<file path="src/rtl/multdiv_issue_ctrl.sv">
// Issue/writeback sequencer for the multi-cycle multdiv unit: holds one MULT/DIV,
// stalls the pipe, pulses the unit once, then emits a single writeback beat.
module multdiv_issue_ctrl #(
    parameter int TIMEOUT_CYCLES = 40,
    parameter int RSTATUS_REG    = 30,
    parameter int MULT_EXC_CODE  = 4,
    parameter int DIV_EXC_CODE   = 5
) (
    input  logic        clock,
    input  logic        reset,
    input  logic        start_mult,
    input  logic        start_div,
    input  logic [31:0] operand_a,
    input  logic [31:0] operand_b,
    input  logic [4:0]  rd_in,
    output logic [31:0] md_operandA,
    output logic [31:0] md_operandB,
    output logic        md_ctrl_MULT,
    output logic        md_ctrl_DIV,
    input  logic [31:0] md_result,
    input  logic        md_exception,
    input  logic        md_resultRDY,
    output logic        stall,
    output logic        wb_valid,
    output logic [4:0]  wb_rd,
    output logic [31:0] wb_data,
    output logic        timeout_err
);
    localparam int CW = $clog2(TIMEOUT_CYCLES + 1);

    typedef enum logic [1:0] {S_IDLE, S_ISSUE, S_WAIT, S_DONE} state_t;

    state_t         state, state_nxt;
    logic [CW-1:0]  cnt;
    logic           op_div;
    logic [4:0]     rd_q;
    logic [31:0]    res_q;
    logic           exc_q;
    logic           start_any;
    logic           timed_out;

    assign start_any = start_mult | start_div;
    // Last WAIT cycle without RDY: the counter is about to reach the limit.
    assign timed_out = (state == S_WAIT) && !md_resultRDY
                       && (cnt == CW'(TIMEOUT_CYCLES - 1));

    always_ff @(posedge clock or posedge reset) begin
        if (reset) state <= S_IDLE;
        else       state <= state_nxt;
    end

    always_comb begin
        state_nxt = state;
        case (state)
            S_IDLE:  if (start_any) state_nxt = S_ISSUE;
            S_ISSUE: state_nxt = S_WAIT;
            S_WAIT:  if (md_resultRDY || timed_out) state_nxt = S_DONE;
            S_DONE:  state_nxt = S_IDLE;
            default: state_nxt = S_IDLE;
        endcase
    end

    always_ff @(posedge clock or posedge reset) begin
        if (reset) begin
            md_operandA <= '0;
            md_operandB <= '0;
            rd_q        <= '0;
            op_div      <= 1'b0;
            cnt         <= '0;
            res_q       <= '0;
            exc_q       <= 1'b0;
            timeout_err <= 1'b0;
        end else begin
            case (state)
                S_IDLE: if (start_any) begin
                    md_operandA <= operand_a;
                    md_operandB <= operand_b;
                    rd_q        <= rd_in;
                    op_div      <= !start_mult;
                end
                S_ISSUE: cnt <= '0;
                S_WAIT: begin
                    if (cnt != CW'(TIMEOUT_CYCLES)) cnt <= cnt + 1'b1;
                    if (md_resultRDY) begin
                        res_q <= md_result;
                        exc_q <= md_exception;
                    end else if (timed_out) begin
                        exc_q       <= 1'b1;
                        timeout_err <= 1'b1;
                    end
                end
                default: ;
            endcase
        end
    end

    always_comb begin
        md_ctrl_MULT = (state == S_ISSUE) && !op_div;
        md_ctrl_DIV  = (state == S_ISSUE) && op_div;
        stall        = ((state == S_IDLE) && start_any) || (state == S_ISSUE)
                       || (state == S_WAIT);
        wb_valid     = 1'b0;
        wb_rd        = '0;
        wb_data      = '0;
        if (state == S_DONE) begin
            // Clean results headed for r0 are dropped; exceptions always land.
            wb_valid = exc_q || (rd_q != 5'd0);
            wb_rd    = exc_q ? 5'(RSTATUS_REG) : rd_q;
            wb_data  = exc_q ? (op_div ? 32'(DIV_EXC_CODE) : 32'(MULT_EXC_CODE)) : res_q;
        end
    end
endmodule

</file>
<file path="config.mk">
export PLATFORM = sky130hd
export DESIGN_NAME = multdiv_issue_ctrl
export DESIGN_NICKNAME = d
export VERILOG_FILES = /design/src/rtl/multdiv_issue_ctrl.sv
export SDC_FILE = /design/constraint.sdc
export NUM_CORES = 1
export LEC_CHECK = 0
export BUFFER_PORTS_ARGS = -buffer_cell sky130_fd_sc_hd__buf_2
export CAP_MARGIN = 40
export CORE_MARGIN = 2
export CORE_UTILIZATION = 45
export CTS_CLUSTER_SIZE = 10
export DETAILED_ROUTE_END_ITERATION = 7
export GPL_ROUTABILITY_DRIVEN = 0
export PLACE_DENSITY = 0.73
export SETUP_SLACK_MARGIN = 0.4
export SYNTH_ARGS = -nofsm -noshare
export SYNTH_HDL_FRONTEND = slang
export SYNTH_SLANG_ARGS = --single-unit
</file>
<file path="constraint.sdc">
create_clock -name clock -period 6.8 [get_ports clock]
set_input_delay 1.36 -clock clock [delete_from_list [all_inputs] [get_ports clock]]
set_output_delay 1.36 -clock clock [all_outputs]
set_load 0.05 [all_outputs]
</file>
==> flow_metrics.tcl <==
set metrics [dict create \
    antenna_found_initial 0 \
    netlist_area_mm2 0.00474 \
    antenna_left 0 \
    wire_per_inst_um 15.1 \
    cp_max_fo 31 \
    finClkSkew_ps 11.6 \
    grt.total_usage 0.180 \
    num-fill-cells 855 \
    hold-path-cell-count 1 \
    dieWidth_um 107 \
    num_rows 37 \
    vias 3261 \
    drv_slew 0 \
    final_cell_area_mm2 0.00610 \
    post_cts_buffers 0 \
    synth_edf_count 0 \
    max_slew.worst_pin.slew_ps 770 \
    syn_area_per_cell_um2 14.5 \
    arrival_ps 2070 \
    start_util 0.461 \
    htree_levels 3 \
    cts_root_buffer "clkbuf_8" \
    hold_class "flop to flop" \
    drc 0 \
    wirelength_um 10200 \
    ys_seq_elements 112 \
    hold_viol 0 \
    diodes 0 \
    seq_area_frac_synth 0.592 \
    avgViaCountPerCell 4.82 \
    period_share 0.505 \
    ys.flop_type "dfrtp_1" \
    drt_iter0_markers 158 \
    cts_buffers 9 \
    period_needed_ps 3430 \
    postPlaceCellArea_mm2 0.00588 \
    synth_cell_types 38 \
    endpoint_kind "primary output" \
    synth_top_area_cell "dfrtp_1" \
    path_class "flop to primary output" \
    final-setup-viol-count 0 \
    synth_nets 440 \
    dp.final_hpwl_um 7530 \
    grt_start_max_net_pins 59 \
    die_area_mm2 0.0114 \
    die_h_um 107 \
    r2r_cells 6 \
    synth.most_common_cell "dfrtp_1" \
    max_freq_mhz 291 \
    synthesis.instances 326 \
    rr_startpoint "state[1]$_DFFE_PP0P_" \
    yosysWarnings 0 \
    nets 651 \
    fp.coreArea_mm2 0.0103 \
    grt-ovfl-total 0 \
    reg2reg_setup_slack_ps 4750 \
    start_kind "flop" \
    hold_start "timeout_err$_DFFE_PP0P_" \
    ctsHoldBuffers 0 \
    status "complete, no violations" \
    portBuffers 212 \
    grt_pass1_wl_um 16100 \
    slew_headroom 0.485 \
    first_global_vias 3271 \
    rr_endpoint "md_operandB[20]$_DFFE_PP0P_" \
    synthArstFlopShare 1.00 \
    synth_common_cells "dfrtp_1 (112), mux2_2 (97), and2_1 (32), buf_6 (8), ha_1 (7)" \
    drv_cap 0 \
    yosys.area.top_type_share 0.592 \
    fin_setup_tns_ps 0 \
    drive_above_1_share 0.615 \
    synthToLayoutAreaGrowth_pct 28.9 \
    worstPathRequired_ps 5440 \
    synth.area.top_cells "dfrtp_1 (59%), mux2_2 (23%), and2_1 (4.2%), buf_6 (1.9%), ha_1 (1.8%)" \
    clock_latency_ps 360 \
    dr.pass1.iters 4 \
    clkSlewWorstSetupHoldPaths_ps 100 \
    min_to "timeout_err$_DFFE_PP0P_" \
    clk_path_buf_depth 2 \
    ctsResizeCount 0 \
    clock-sinks 112 \
    cts_tree "built" \
    rsz0062_at_grt "no" \
    ios 213 \
]
## worst max-delay path by stage
stage                     cells past startpoint            startpoint  slack [ps]            endpoint
after global routing                          4  state[1]$_DFFE_PP0P_        3240         wb_data[28]
after global placement                        4             start_div        3540               stall
final                                         4  state[1]$_DFFE_PP0P_        3370         wb_data[23]
after floorplan                               1                 reset        2480  cnt[0]$_DFFE_PP0P_
after detailed placement                      4             start_div        3540               stall
after CTS                                     4  state[1]$_DFFE_PP0P_        3350         wb_data[23]
## layout make-up
cell class                 instances  area (um2)  area share
sequential                       112        2800       0.459
multi-input combinational        193        1790       0.293
timing repair buffer             215        1100       0.180
tap                              136         170      0.0279
clock buffer                      10         128      0.0209
clock inverter                     4        95.1      0.0156
inverter                           6        25.0     0.00410
## logic make-up (layout without fill, tap and decap cells)
group,Yosys count,after routing,share of synthesized area
AND/OR/NAND/NOR,58,58,0.0742
buffers and inverters,21,235,0.0309
AO/OA/AOI/OAI,24,24,0.0370
adder cells (fa/ha/maj),7,7,0.0185
multiplexers,104,104,0.248
flip-flops,112,112,0.592
## through the flow
stage,hold WS (ps),std cells,util,setup WS (ps)
after global routing,511,676,0.594,3240
after detailed placement,447,662,0.572,3540
after global placement,445,661,0.570,3540
final,476,676,0.594,3370
after floorplan,470,326,-,2480
after CTS,471,676,0.594,3350
## state kept, by name, indices dropped and copies added, names as in the netlist
signal,cells
md_operandB,32
op_div,1
res_q,32
cnt,6
rd_q,5
md_operandA,32
exc_q,1
state,2
timeout_err,1
## layer usage
layer  up-vias  part of all wire  track usage
li1       1545                 -            -
met1      1562              0.43        0.236
met2       140              0.48        0.290
met3        14             0.072       0.0432
met4         0             0.017       0.0733
met5         -                 0            0
## cells in the final DEF, fill, tap and decap left out, types with 2 or more instances in the layout
master	n
buf_2	212
dfrtp_1	112
mux2_2	97
and2_1	32
clkbuf_8	9
ha_1	7
nand2_1	6
inv_1	5
o21ai_0	5
o21a_1	5
nor2_1	4
mux2_1	4
nor3_1	3
a21oi_1	3
bufinv_16	3
nand2b_1	2
mux2i_1	2
a21o_1	2
o31ai_1	2
nor2b_1	2
buf_4	2
## critical path: stages, from the launching register on
cell and delay [ps]:
dfrtp_1 420, ha_1 330, and2b_2 480, and2_1 210
buf_2 260
Power is left out: the tool's default activity adds up to more than one toggle a clock period on the data nets, which glitch-free logic cannot reach.
